===== src/rtl/regfile_scoreboard.sv =====
// rtl/regfile_scoreboard.sv - parametrised register file with per-register busy scoreboard
// Optional same-edge read bypass is enabled by defining REGFILE_BYPASS_EN.
module regfile_scoreboard #(
    parameter int WIDTH    = 16,
    parameter int ADDR_W   = 3,
    parameter int ZERO_REG = 1,
    parameter int MON_REG  = 7
) (
    input  logic                   clk,
    input  logic                   reset,
    input  logic [ADDR_W-1:0]      RA,
    input  logic [ADDR_W-1:0]      RB,
    output logic [WIDTH-1:0]       BusA,
    output logic [WIDTH-1:0]       BusB,
    output logic                   busyA,
    output logic                   busyB,
    input  logic                   enableWrite,
    input  logic [ADDR_W-1:0]      RW,
    input  logic [WIDTH-1:0]       BusW,
    input  logic                   enableReserve,
    input  logic [ADDR_W-1:0]      RR,
    output logic [WIDTH-1:0]       monR,
    output logic [(2**ADDR_W)-1:0] busyVec
);

    localparam int NUM_REGS = 2**ADDR_W;
    localparam logic [ADDR_W-1:0] MON_IDX = ADDR_W'(MON_REG);
    localparam bit HAS_ZERO = (ZERO_REG != 0);

    logic [WIDTH-1:0]    regs     [NUM_REGS];
    logic [WIDTH-1:0]    regs_nxt [NUM_REGS];
    logic [WIDTH-1:0]    src_regs [NUM_REGS];
    logic [NUM_REGS-1:0] busy;
    logic [NUM_REGS-1:0] busy_nxt;
    logic [NUM_REGS-1:0] src_busy;

    logic                wr_ok;
    logic                rs_ok;
    logic [WIDTH-1:0]    rd_a;
    logic [WIDTH-1:0]    rd_b;
    logic [WIDTH-1:0]    rd_mon;
    logic                rd_busy_a;
    logic                rd_busy_b;
    logic [NUM_REGS-1:0] rd_vec;

    // Reserve is applied after the write so a same-edge producer keeps the register busy.
    always_comb begin
        wr_ok    = enableWrite   && !(HAS_ZERO && (RW == '0));
        rs_ok    = enableReserve && !(HAS_ZERO && (RR == '0));
        regs_nxt = regs;
        busy_nxt = busy;
        if (wr_ok) begin
            regs_nxt[RW] = BusW;
            busy_nxt[RW] = 1'b0;
        end
        if (rs_ok) begin
            busy_nxt[RR] = 1'b1;
        end
    end

`ifdef REGFILE_BYPASS_EN
    always_comb begin
        src_regs = regs_nxt;
        src_busy = busy_nxt;
    end
`else
    always_comb begin
        src_regs = regs;
        src_busy = busy;
    end
`endif

    always_comb begin
        rd_a      = src_regs[RA];
        rd_b      = src_regs[RB];
        rd_mon    = src_regs[MON_IDX];
        rd_busy_a = src_busy[RA];
        rd_busy_b = src_busy[RB];
        rd_vec    = src_busy;
        if (HAS_ZERO) begin
            if (RA == '0) begin
                rd_a      = '0;
                rd_busy_a = 1'b0;
            end
            if (RB == '0) begin
                rd_b      = '0;
                rd_busy_b = 1'b0;
            end
            if (MON_IDX == '0) begin
                rd_mon = '0;
            end
            rd_vec[0] = 1'b0;
        end
    end

    always_ff @(posedge clk) begin
        if (reset) begin
            regs    <= '{default: '0};
            busy    <= '0;
            BusA    <= '0;
            BusB    <= '0;
            busyA   <= 1'b0;
            busyB   <= 1'b0;
            monR    <= '0;
            busyVec <= '0;
        end else begin
            regs    <= regs_nxt;
            busy    <= busy_nxt;
            BusA    <= rd_a;
            BusB    <= rd_b;
            busyA   <= rd_busy_a;
            busyB   <= rd_busy_b;
            monR    <= rd_mon;
            busyVec <= rd_vec;
        end
    end

endmodule


===== config.mk =====
export PLATFORM = sky130hd
export DESIGN_NAME = regfile_scoreboard
export DESIGN_NICKNAME = d
export VERILOG_FILES = /design/src/rtl/regfile_scoreboard.sv
export SDC_FILE = /design/constraint.sdc
export NUM_CORES = 1
export LEC_CHECK = 0
export BUFFER_PORTS_ARGS = -buffer_cell sky130_fd_sc_hd__clkbuf_2
export CORE_MARGIN = 4
export CORE_UTILIZATION = 55
export CTS_CLUSTER_DIAMETER = 50
export DETAILED_ROUTE_END_ITERATION = 10
export PLACE_DENSITY = 0.74
export SLEW_MARGIN = 20
export SYNTH_ARGS = -nofsm -noshare
export SYNTH_HDL_FRONTEND = slang
export SYNTH_SLANG_ARGS = --single-unit

===== constraint.sdc =====
create_clock -name clk -period 3.3 [get_ports clk]
set_input_delay 0.165 -clock clk [delete_from_list [all_inputs] [get_ports clk]]
set_output_delay 0.165 -clock clk [all_outputs]
set_load 0.005 [all_outputs]

# Word level (Yosys, flattened, before mapping)
# Cells that the tools add are included.
[totals] regBits=194 latch_bits=0 mem_bits_rw=0 mem_bits_ro=0 inputBits=32 out_inout_bits=58 wordCells=64 n_memories=0
[classes] addsub=0 mul=0 n_div=0 magnitude_cmp=10 n_eq_ne=0 shifts=0 n_mux=19 n_bitwise=6 n_reduce_logical=13
[op_table] cell="$bwmux W128" n=1
[op_table] cell="$bmux W16 S3" n=2
[op_table] cell="$mux W16" n=5
[op_table] cell="$demux W16 S3" n=1
[op_table] cell="$lt A3 B4 Y1 const B" n=4
[op_table] cell="$mux W8" n=2
[op_table] cell="$ge A4 B4 Y1 const B" n=3
[op_table] cell="$logic_not A3 Y1" n=4
[op_table] cell="$not A3 Y4" n=3
[op_table] cell="$and A8 B8 Y8" n=1
[op_table] cell="$not A8 Y8" n=1
[op_table] cell="$or A8 B8 Y8" n=1
[op_table] cell="$bmux W1 S3" n=2
[op_table] cell="$demux W1 S3" n=2
[op_table] cell="$ge A3 B1 Y1 const B" n=2
[op_table] cell="$logic_and A1 B1 Y1" n=5
[op_table] cell="$lt A4 B1 Y1 const B" n=1
[op_table] cell="$mux W1" n=4
[op_table] cell="$reduce_or A2 Y1" n=2
[op_table] cell="$logic_not A1 Y1" n=2

# Depth between registers and ports, before layout
[logic_depth] depth_word=9 ltp_mapped=7 ltp_nobuf=3

# Worst setup path after synthesis
# Ideal clock, no wire load.
[synth_timing] path_type="input-to-reg" start="input RA[0]" end="register BusA[12]" setup_time_ps=132 t_arrival_ps=1131 t_required_ps=3168 slack_ps=2037 cell_stages=5 path_buffers=2 cell_sequence="buf_6 > buf_6 > mux4_2 > nor2b_1 > nor3_1"
[synth_between] elab_chain_len=4 word_cells_on_any_way=6 cone_classes="3 x mux; 1 x bitwise; 2 x reduce/logical"
[synth_rtl] item="start: declaration" line_no="11" text="input logic [ADDR_W-1:0] RA,"
[synth_rtl] item="$not A3 Y4 (not written as such)" line_no="74" text="rd_a = src_regs[RA];"
[synth_rtl] item="$bmux W16 S3" line_no="74"
[synth_rtl] item="$mux W16 (not written as such) (2 in a row)" line_no="74"
[synth_rtl] item="end signal: assignment" line_no="109" text="BusA <= rd_a;"
[synth_rtl] item="end: declaration" line_no="13" text="output logic [WIDTH-1:0] BusA,"
# Several ways; a longest one is shown, not always the timed one. The select of a mux whose other input is x is not followed.
# A chain may end at the register's enable or synchronous reset.

# Final worst setup path
[layout_timing] start="input RB[0]" end="register BusB[5]"
[layout_between] elab_chain_len=4 word_cells_on_any_way=6 cone_classes="3 x mux; 1 x bitwise; 2 x reduce/logical"
[layout_rtl] item="start: declaration" line_no="12" text="input logic [ADDR_W-1:0] RB,"
[layout_rtl] item="$not A3 Y4 (not written as such)" line_no="75" text="rd_b = src_regs[RB];"
[layout_rtl] item="$bmux W16 S3" line_no="75"
[layout_rtl] item="$mux W16 (not written as such) (2 in a row)" line_no="75"
[layout_rtl] item="end signal: assignment" line_no="110" text="BusB <= rd_b;"
[layout_rtl] item="end: declaration" line_no="14" text="output logic [WIDTH-1:0] BusB,"
# Several ways; a longest one is shown, not always the timed one. The select of a mux whose other input is x is not followed.

==> metrics.md <==
| Metric | Value |
|---|---|
| DIE WIDTH | `129 um` |
| Port Buffer Count | `88` |
| H-tree depth | `4` |
| Highest metal used | `met4` |
| CP Max Fanout | `24` |
| Gate Count Post-Synth | `862` |
| Die height | `between 100 and 150 um` |
| Yosys reg bits | `between 150 and 200` |
| Power share of the combinational group | `roughly 8%` |
| Starting DRT DRC Count | `692` |
| Setup TNS | `0 ns` |
| Gr usage total | `between 20% and 30%` |
| Ant. Diodes | `0` |
| Setup-violating endpoint count in the final report | `0` |
| Met1 WL | `between 9 and 10 mm` |
| Ys Warns | `0` |
| Pwr/cell area | `530 nW/um2` |
| Core Region | `approximately 14000 um2` |
| Final nets | `938` |
| Crit path kind | `input pin to flop` |
| Setup Skew | `around 0.0054 ns` |
| Int Pwr | `3630 uW` |
| Crit Reg-Reg Startpoint | `rd_mon[7]` |
| Hold Buf Count CTS | `0` |
| Final worst path period share | `roughly 48%` |
| Row Count | `44` |
| Drt pass-1 iters | `6` |
| Antenna violations before repair | `0` |
| Design Area, Final | `9040 um2` |
| Dpl cell area | `8440 um2` |
| CTS Root Buffer Type | `clkbuf_16` |
| Vias per Instance | `5.88` |
| P_leak | `approximately 0.0034 uW` |
| Initial core utilization | `55.9%` |
| CTS Buf Count | `17` |
| Critical Path Sink Type | `flop` |
| Slew HR | `42.1%` |
| Pin count of the biggest net entering global routing | `65` |
| Post-CTS Resized | `0` |
| Met2 wire len | `roughly 9.9 mm` |
| Syn_nets | `894` |
| Layout cell share with drive strength beyond 1 | `21.7%` |
| Status | `finished clean` |
| Met3 routed WL | `1.51 mm` |
| Sequential Power Share | `between 40 and 50%` |
| Clk Latency, worst-skew pair | `0.44 ns` |
| Reg clk slew, reported paths | `approximately 0.070 ns` |
| Seq/Total Area, Yosys | `46.0%` |
| CP required | `3.68 ns` |
| Area growth syn-to-layout | `11.8%` |
| Max Root-Sink Buffers | `2` |
| HPWL Detailed | `13.8 mm` |
| RePlAce Congestion | `0.828` |
| Number of routed nets with antenna violations | `0` |
| Synth Area per Inst | `9.39 um2` |
| Die Footprint | `16700 um2` |
| Arrival time worst endpoint | `about 2 ns` |
| Gr ovfl total | `0` |
| Psw | `1160 uW` |
| Max Freq | `0.636 GHz` |
| IO Pins | `90` |
| CP Launch Type | `input pin` |
| Post-layout min period | `1.57 ns` |
| DRT Wirelength | `21.5 mm` |
| Hold_sp | `RR[0]` |
| CTS tree | `done` |
| Slew @ Worst Pin | `0.868 ns` |
| Worst Hold Class | `input pin to flop` |
| Routed vias | `approximately 6500` |
| Drt drc | `0` |
| Vias in the first global route | `6098` |
| Setup bufs post-CTS | `0` |
| Clock power frac | `43.4%` |
| Peak supply drop | `0.394 mV` |
| Hold Fails Final Rpt | `0` |
| RSZ-0062 raised after global routing | `no` |
| Per-cell routed wire length | `19.5 um` |
| Synth cell types | `36` |
| Critical path launch point | `RB[0]` |
| Design Power | `~4800 uW` |
| Slew Viols, Final | `0` |
| Sw frac | `24.2%` |
| Number of max-cap violations | `0` |
| Syn Std Cell Area | `8090 um2` |
| Sink Count | `186` |
| First-pass GRT wire length | `34.1 mm` |
[final cells by class]
cell class                      count  area [um2]
Timing Repair Buffer              100         558
Clock inverter                     14         173
Sequential cell                   186        3720
Multi-Input combinational cell    601        3930
Clock buffer                       18         429
Tap cell                          184         230
Fill cell                        1252        5430
[worst paths after layout]
check             endpoint  slack [ns]  depth (start not counted)
setup / recovery   BusB[5]        1.73                          5
hold / removal     busy[7]        0.02                          3
setup reg to reg   BusA[7]        2.05                          3
hold reg to reg   regs[65]        0.47                          2
[registers in the layout, summed over array words and instances (netlist names)]
name	count
regs	105
BusA	16
BusB	16
monR	16
rd_mon	16
busy	8
busyVec	7
busyA	1
busyB	1
[placed cells by master (no fill, tap or decap), drive strengths merged, types with 10 or more instances in the layout]
cell type and instances:
a221oi 24, nor2b 62, dfxtp 186, o21a 10
clkbuf 105, nor3 25, mux2 24, mux4 24
nand2 226, buf 13, a21oi 113, o22ai 20
mux2i 40
[metrics by stage]
| step | worst slack, ns | std cells | hold slack (ns) | util (%) |
|---|---|---|---|---|
| finish | 1.73 | 1103 | 0.0232 | 62.5 |
| global route | 1.65 | 1103 | 0.0519 | 62.5 |
| CTS | 1.75 | 1103 | 0.0201 | 62.5 |
| detailed placement | 1.29 | 1071 | 0.457 | 58.3 |
| global placement | 1.35 | 1071 | 0.450 | 58.3 |
| floorplan | 2.04 | 862 | 0.301 | - |
[per-layer routing]
| layer | track usage (%) | vias up |
|---|---|---|
| li1 | - | 3086 |
| met1 | 36.6 | 3113 |
| met2 | 41.2 | 248 |
| met3 | 5.48 | 39 |
| met4 | 9.08 | 0 |
| met5 | 0 | - |
[logic make-up after synthesis]
group / Yosys count / synth area share [%]
AND/OR/NAND/NOR: 339 / 19.7
flip-flops: 186 / 46.0
AO/OA/AOI/OAI: 173 / 13.5
multiplexers: 88 / 15.4
buffers and inverters: 75 / 5.38
other: 1 / 0.0464
[power by group through the flow]
stage / clock network [uW] / logic (uW) / registers, uW
2_1_floorplan: 0 / 261 / 2370
3_3_place_gp: 0 / 370 / 2380
3_5_place_dp: 0 / 375 / 2380
4_1_cts: 2100 / 376 / 2330
5_1_grt: 2190 / 410 / 2330
6_report: 2080 / 380 / 2330
[worst max-delay path, stage by stage]
cell and delay, ns:
clkbuf_2 0.60, buf_4 0.41, nor3_1 0.11, nor2_2 0.45
o21a_1 0.20
[cells in the mapped netlist (all sizes together)]
cell | instances | area [um2]
nand2 | 226 | 848
dfxtp | 186 | 3720
a21oi | 113 | 566
nor2b | 62 | 398
buf | 43 | 308
mux2i | 40 | 400
clkbuf | 32 | 128
nor3 | 25 | 125
a221oi | 24 | 273
mux2 | 24 | 308
mux4 | 24 | 541
o22ai | 20 | 125
o21a | 10 | 75.1
nor2 | 8 | 32.5
a32oi | 4 | 35.0
and4b | 3 | 30.0
and4bb | 3 | 37.5
nand4b | 3 | 45.0
nand4bb | 3 | 33.8
a22oi | 2 | 15.0
nand2b | 2 | 12.5
nand4 | 2 | 12.5
and4 | 1 | 8.76
conb | 1 | 3.75
or2 | 1 | 6.26
Note: power is estimated with default switching activity, not from simulation.
